File: src/rtl/hazard_ctrl_pkg.sv
// Shared definitions for the hazard controller: forwarding selects, FSM
// state encodings and the register-match helper used by both operands.
package hazard_ctrl_pkg;

  localparam logic [1:0] FWD_REG = 2'b00;
  localparam logic [1:0] FWD_WB  = 2'b01;
  localparam logic [1:0] FWD_MEM = 2'b10;

  localparam logic [1:0] ST_RUN   = 2'd0;
  localparam logic [1:0] ST_STALL = 2'd1;
  localparam logic [1:0] ST_FLUSH = 2'd2;

  localparam logic [4:0] REG_ZERO = 5'd0;

  // A producer only counts if it writes a real register (x0 is hardwired).
  function automatic logic reg_match(input logic wr, input logic [4:0] rd,
                                     input logic [4:0] rs);
    return wr && (rd != REG_ZERO) && (rd == rs);
  endfunction

endpackage

File: src/rtl/hazard_ctrl_fwd_sel.sv
// Next-cycle forwarding select for one ALU operand of the instruction in ID.
module hazard_ctrl_fwd_sel
  import hazard_ctrl_pkg::*;
(
  input  logic [4:0] rs,
  input  logic [4:0] ex_rd,
  input  logic       ex_regwrite,
  input  logic [4:0] mem_rd,
  input  logic       mem_regwrite,
  input  logic       stall_state,
  output logic [1:0] sel
);

  // While stalled the load has already moved to MEM, so only a WB path is legal.
  always_comb begin
    sel = FWD_REG;
    if (stall_state) begin
      if (reg_match(mem_regwrite, mem_rd, rs)) sel = FWD_WB;
      else                                     sel = FWD_REG;
    end else if (reg_match(ex_regwrite, ex_rd, rs)) begin
      sel = FWD_MEM;
    end else if (reg_match(mem_regwrite, mem_rd, rs)) begin
      sel = FWD_WB;
    end else begin
      sel = FWD_REG;
    end
  end

endmodule

File: src/rtl/hazard_ctrl.sv
// Pipeline hazard controller: load-use bubbles, taken-branch flushes and
// registered ALU forwarding selects for the next EX cycle.
module hazard_ctrl
  import hazard_ctrl_pkg::*;
#(
  parameter int FLUSH_CYCLES = 2,
  parameter int CNT_W        = 16
) (
  input  logic             clk,
  input  logic             rst_n,
  input  logic [4:0]       id_rs1,
  input  logic [4:0]       id_rs2,
  input  logic [4:0]       ex_rd,
  input  logic             ex_regwrite,
  input  logic             ex_memread,
  input  logic [4:0]       mem_rd,
  input  logic             mem_regwrite,
  input  logic             pcsrc,
  output logic             pc_write,
  output logic             ifid_write,
  output logic             ifid_flush,
  output logic             idex_flush,
  output logic [1:0]       forward_a,
  output logic [1:0]       forward_b,
  output logic [CNT_W-1:0] stall_cnt,
  output logic [CNT_W-1:0] flush_cnt
);

  localparam logic [2:0] FLUSH_LOAD = 3'(FLUSH_CYCLES - 1);

  logic [1:0] state, state_next;
  logic [2:0] fcnt, fcnt_next;
  logic       load_use;
  logic [1:0] fa_next, fb_next;

  assign load_use = ex_memread && (ex_rd != REG_ZERO) &&
                    ((ex_rd == id_rs1) || (ex_rd == id_rs2));

  // Next-state: a resolved branch overrides everything, including a pending stall.
  always_comb begin
    state_next = state;
    fcnt_next  = fcnt;
    if (pcsrc) begin
      state_next = ST_FLUSH;
      fcnt_next  = FLUSH_LOAD;
    end else begin
      case (state)
        ST_RUN: begin
          if (load_use) state_next = ST_STALL;
          else          state_next = ST_RUN;
        end
        ST_STALL: state_next = ST_RUN;
        ST_FLUSH: begin
          if (fcnt == 3'd0) state_next = ST_RUN;
          else              fcnt_next  = fcnt - 3'd1;
        end
        default: state_next = ST_RUN;
      endcase
    end
  end

  // Moore pipeline controls decoded from the state register.
  always_comb begin
    case (state)
      ST_STALL: {pc_write, ifid_write, ifid_flush, idex_flush} = 4'b0001;
      ST_FLUSH: {pc_write, ifid_write, ifid_flush, idex_flush} = 4'b1111;
      default:  {pc_write, ifid_write, ifid_flush, idex_flush} = 4'b1100;
    endcase
  end

  hazard_ctrl_fwd_sel u_fwd_a (
    .rs           (id_rs1),
    .ex_rd        (ex_rd),
    .ex_regwrite  (ex_regwrite),
    .mem_rd       (mem_rd),
    .mem_regwrite (mem_regwrite),
    .stall_state  (state == ST_STALL),
    .sel          (fa_next)
  );

  hazard_ctrl_fwd_sel u_fwd_b (
    .rs           (id_rs2),
    .ex_rd        (ex_rd),
    .ex_regwrite  (ex_regwrite),
    .mem_rd       (mem_rd),
    .mem_regwrite (mem_regwrite),
    .stall_state  (state == ST_STALL),
    .sel          (fb_next)
  );

  // State, flush countdown and forwarding selects; a bubble in EX never forwards.
  always_ff @(posedge clk or negedge rst_n) begin
    if (!rst_n) begin
      state     <= ST_RUN;
      fcnt      <= 3'd0;
      forward_a <= FWD_REG;
      forward_b <= FWD_REG;
    end else begin
      state <= state_next;
      fcnt  <= fcnt_next;
      if (state_next != ST_RUN) begin
        forward_a <= FWD_REG;
        forward_b <= FWD_REG;
      end else begin
        forward_a <= fa_next;
        forward_b <= fb_next;
      end
    end
  end

  // Saturating event counters.
  always_ff @(posedge clk or negedge rst_n) begin
    if (!rst_n) begin
      stall_cnt <= '0;
      flush_cnt <= '0;
    end else begin
      if ((state == ST_STALL) && (stall_cnt != {CNT_W{1'b1}}))
        stall_cnt <= stall_cnt + CNT_W'(1);
      if ((state == ST_FLUSH) && (flush_cnt != {CNT_W{1'b1}}))
        flush_cnt <= flush_cnt + CNT_W'(1);
    end
  end

endmodule

File: config.mk
export PLATFORM = sky130hd
export DESIGN_NAME = hazard_ctrl
export DESIGN_NICKNAME = d
export VERILOG_FILES = /design/src/rtl/hazard_ctrl_pkg.sv /design/src/rtl/hazard_ctrl_fwd_sel.sv /design/src/rtl/hazard_ctrl.sv
export SDC_FILE = /design/constraint.sdc
export NUM_CORES = 1
export LEC_CHECK = 0
export CORE_MARGIN = 2
export CORE_UTILIZATION = 35
export DETAILED_ROUTE_END_ITERATION = 7
export DONT_BUFFER_PORTS = 1
export GPL_ROUTABILITY_DRIVEN = 0
export SLEW_MARGIN = 20
export SYNTH_ARGS = -nofsm -noshare
export SYNTH_HDL_FRONTEND = slang
export SYNTH_SLANG_ARGS = --single-unit
File: constraint.sdc
create_clock -name clk -period 1.5 [get_ports clk]
set_input_delay 0.3 -clock clk [delete_from_list [all_inputs] [get_ports clk]]
set_output_delay 0.3 -clock clk [all_outputs]
set_load 0.005 [all_outputs]
; Word level (Yosys, flattened, before mapping)
; Cells that the tools add are included.
[totals]
in_bits = 26
output_inout_bits = 40
elab_cells = 55
ff_bits = 41
[op_classes]
n_eq_ne = 9
muxes = 18
addsub = 3
n_reduce_logical = 19
[op_table]
columns = cell, n
row1 = "16-bit by 1-bit adder with 16-bit output, second input constant", 2
row2 = "16-bit != test, second input constant", 2
row3 = 5-bit == test, 4
row4 = 2-bit 2-to-1 mux, 8
row5 = 1-bit logical AND, 10
row6 = 5-bit nonzero test, 2
row7 = 3-bit 2-to-1 mux, 3
row8 = 1-bit 2-to-1 mux, 6
row9 = 2-bit case mux with 2 select lines, 1
row10 = 2-bit nonzero test, 2
row11 = 3-bit logical NOT, 1
row12 = "3-bit by 1-bit subtractor with 3-bit output, second input constant", 1
row13 = "2-bit by 1-bit == test with 1-bit output, second input constant", 1
row14 = "2-bit == test, second input constant", 1
row15 = 2-bit logical NOT, 1
row16 = "2-bit != test, second input constant", 1
row17 = 2-bit AND reduction, 1
row18 = 2-bit OR reduction, 1
row19 = 1-bit logical OR, 1

; Longest topological paths before layout
[logic_depth]
ltp_word = 8
depth_mapped = 7
ltp_nobuf = 7

; By module
; Synthesis repeated with hierarchy kept, for this count alone.
[hier_totals]
hier_cells = 249
hier_area_um2 = 2487.4
[modules_own_cells]
columns = mod, n_inst, cells_each, seq_area_each_um2, area_per_inst_um2
row1 = hazard_ctrl, 1, 207, 1026.0, 2164.6
row2 = hazard_ctrl_fwd_sel, 2, 21, 0.0, 161.4

; Least setup slack after synthesis
; No wires, ideal clock.
[synth_path]
kind = register to register
startpoint = reg stall_cnt[0]
endpoint = reg stall_cnt[1]
t_required_ns = 1.375
slack_ns = -0.106
period_less_slack_ns = 1.606
stages_incl_launch_ff = 6
path_buffers = 0
t_arrival_ns = 1.481
setup_ns = 0.125
path_cell_list = dfrtp_1 > ha_1 > nand4_1 > nor2_2 > a41oi_2 > mux2_2
[synth_via]
elab_chain_cells = 2
elab_cells_between_ends = 3
cone_classes = add/sub (1) / eq/ne (1) / reduce/logical (1)
[synth_rtl]
columns = item, line_no
row1 = from (decl), hazard_ctrl.sv:25  ; output logic [CNT_W-1:0] stall_cnt,
row2 = from (signal assigned), hazard_ctrl.sv:118  ; stall_cnt <= stall_cnt + CNT_W'(1);
row3 = "parallel branches: the longest is 2 deep, another holds 16-bit by 1-bit adder with 16-bit output", n/a
; Parallel ways; which one is timed is not known.
; A chain may end at the register's enable or synchronous reset.

; Worst setup path after layout
[layout_path]
startpoint = reg stall_cnt[0]
endpoint = reg stall_cnt[12]
; Same word-level chain as after synthesis.

==> results.json <==
{
  "clkPwrFrac_pct": 20.7,
  "synth_flop_cell": "dfrtp_1",
  "dr.pass1.iters": 4,
  "hold_path_end": "fcnt[2]",
  "synthCells": 226,
  "slew_viol_final": 0,
  "ys_ff_latch": 41,
  "setup_violations": 3,
  "clk_latency_ps": 290,
  "pwr-share-comb_pct": 38.3,
  "cp-end-kind": "register",
  "seq_area_frac_synth_pct": 45.3,
  "dieArea_mm2": 0.00714,
  "synth_area_leader_cell": "dfrtp_1",
  "antenna_found_initial": 0,
  "crit_required_ps": 1680,
  "clockBufferDepth": 2,
  "p_leak_uw": 0.00143,
  "cp.arrival_ps": 1710,
  "place_inst": 357,
  "syn_area_per_cell_um2": 10.0,
  "drc": 0,
  "period_share_pct": 102,
  "swShare_pct": 32.1,
  "root_buffer": "clkbuf_8",
  "synthesis.nets": 259,
  "cts.clk_slew.worst_paths_ps": 80,
  "intPower_uw": 2280,
  "synth_area_mm2": 0.00227,
  "drv_cap": 0,
  "htree_levels": 2,
  "r2r_slack_ps": -30,
  "vias_per_cell": 4.94,
  "fillerInstances": 581,
  "r2r_end": "stall_cnt[12]",
  "core_mm2": 0.00631,
  "grt_pass1_wl_mm": 8.63,
  "start_util_pct": 35.9,
  "violations": "setup timing",
  "max_slew.worst_pin.slew_ps": 312,
  "power.density_mw_per_mm2": 1030,
  "status": "finished, violations left",
  "wl_per_cell_um": 14.1,
  "ant_nets": 0,
  "synthTopCellsByCount": "41 x dfrtp_1, 24 x nand2_1, 21 x xor2_1",
  "yosysTopAreaCellShare_pct": 45.3,
  "drtIter0Drc": 63,
  "fin_skew_ps": 9.69,
  "layout.cells.non_filler": 379,
  "std_cell_rows": 29,
  "synth_area_leaders": "dfrtp_1 45%, xor2_1 8.1%, xnor2_1 7.7%",
  "synth_edf_count": 0,
  "fin_hold_ws_ps": 67.8,
  "hold_path_class": "in -> reg",
  "cts_tree": "done",
  "hold_path.startpoint": "pcsrc",
  "cp-start-kind": "register",
  "path_class": "reg -> reg",
  "netSwitchingPower_uw": 1080,
  "nNetsFinal": 334,
  "hpwl_mm": 3.96,
  "ios": 66,
  "diodes": 0,
  "io_buffers": 0,
  "layout-area-overhead-vs-synth_pct": 43.3,
  "synthArstFlopShare_pct": 100,
  "wirelength_mm": 5.33,
  "peakVddDrop_mv": 0.561,
  "setup_ws_ps": -30.1,
  "fmax_mhz": 654,
  "synth.distinct_cells": 42,
  "utilization_pct": 51.5,
  "rsz0062_at_grt": "yes",
  "num_vias": 1871,
  "cts_buffers": 5,
  "share_seq_of_total_power_pct": 41.1,
  "stdcell_area_mm2": 0.00325,
  "grt_pass1_vias": 1839,
  "yosysWarnings": 0,
  "synth_most_common_cell": "dfrtp_1",
  "fin_crit_ps": 1530,
  "whs_path_depth": 1,
  "dieHeight_um": 84.5,
  "r2r_start": "stall_cnt[0]",
  "placed_area_mm2": 0.00279,
  "clock_sinks": 41,
  "grt_overflow": 0,
  "cp_max_fo": 3,
  "register_area_mm2": 0.00103,
  "grt_max_degree": 42,
  "multiInputGateArea_mm2": 0.00146,
  "drive_gt1_share_pct": 40.4,
  "reg2regPathDepth": 7,
  "hold_viol": 0,
  "fp.dieW_um": 84.5,
  "track_usage_pct": 14.8,
  "slew_headroom_pct": 79.0
}
==> critical path, stage by stage, from the launching register on <==
cell     delay, ps
dfrtp_1        370
ha_2           190
nand4_1        140
nor2_2         210
buf_4          150
nand4_1        110
buf_4          160
xnor2_1        110
==> state kept, by name, summed over array words and instances (netlist names) <==
name / flops
fcnt: 3
flush_cnt: 16
stall_cnt: 16
forward_a: 2
forward_b: 2
state: 2
==> metal layers <==
| metal | part of all wire [%] | vias to the layer above | GRT usage (%) | wire length (um) |
|---|---|---|---|---|
| met5 | 0 | - | 0 | 0 |
| met4 | 0.96 | 0 | 5.05 | 51 |
| met3 | 6.2 | 4 | 5.21 | 332 |
| met2 | 52 | 37 | 23.9 | 2750 |
| met1 | 41 | 887 | 18.4 | 2200 |
| li1 | - | 943 | - | - |
==> power groups by stage <==
stage | clock network [uW] | registers (uW) | logic (uW)
after floorplan | 0 | 1410 | 519
after global placement | 0 | 1360 | 945
after detailed placement | 0 | 1370 | 962
after CTS | 720 | 1370 | 1150
after global routing | 759 | 1400 | 1430
final | 695 | 1380 | 1290
==> area by class of cell <==
class | count | area share, %
multi-input combinational | 177 | 44.8
sequential | 41 | 31.6
tap | 77 | 2.96
inverter | 7 | 0.963
timing repair buffer | 69 | 17.2
clock buffer | 8 | 2.46
==> cell families after synthesis <==
group	synth area share [%]
buffers and inverters	1.49
multiplexers	3.04
XOR/XNOR	15.8
flip-flops	45.3
AND/OR/NAND/NOR	23.1
adder cells (fa/ha/maj)	3.86
AO/OA/AOI/OAI	7.40
==> metrics by stage <==
stage	setup WS (ps)	TNS [ps]	total power (uW)
after floorplan	-45.1	-155	1930
after global placement	-39.1	-164	2310
after detailed placement	-83.7	-609	2330
after CTS	-45.6	-285	3240
after global routing	-116	-1350	3590
final	-30.1	-53.3	3360
==> worst max-delay path by stage <==
stage,cells after the start,slack (ps),start,to
after floorplan,7,-50,state[0],flush_cnt[8]
after global placement,5,-40,stall_cnt[0],stall_cnt[1]
after detailed placement,7,-80,state[0],flush_cnt[8]
after CTS,4,-50,state[0],ifid_flush
after global routing,7,-120,stall_cnt[0],stall_cnt[12]
final,7,-30,stall_cnt[0],stall_cnt[12]
==> timing repair <==
action                                  CTS  global route
endpoints found under the setup margin   20            41
setup buffers                             6             6
hold endpoints to repair                 41             0
pin swaps                                 9            26
gates resized for setup                  17            36
hold buffers                              2             0
==> cells in the final DEF, fill, tap and decap left out, types with 5 or more instances in the layout <==
cell      Yosys  final
nand4_1       8      8
buf_6         0      7
nor2_1       18     13
nand3_1      18     13
xnor2_1      20     20
nor3_1       11      7
buf_4         1     60
dfrtp_1      41     41
xor2_1       21     21
clkbuf_8      0      5
a21oi_1       7      5
nor3_2        2      5
nand2_1      24     23
Power figures use the tool's default switching activity.
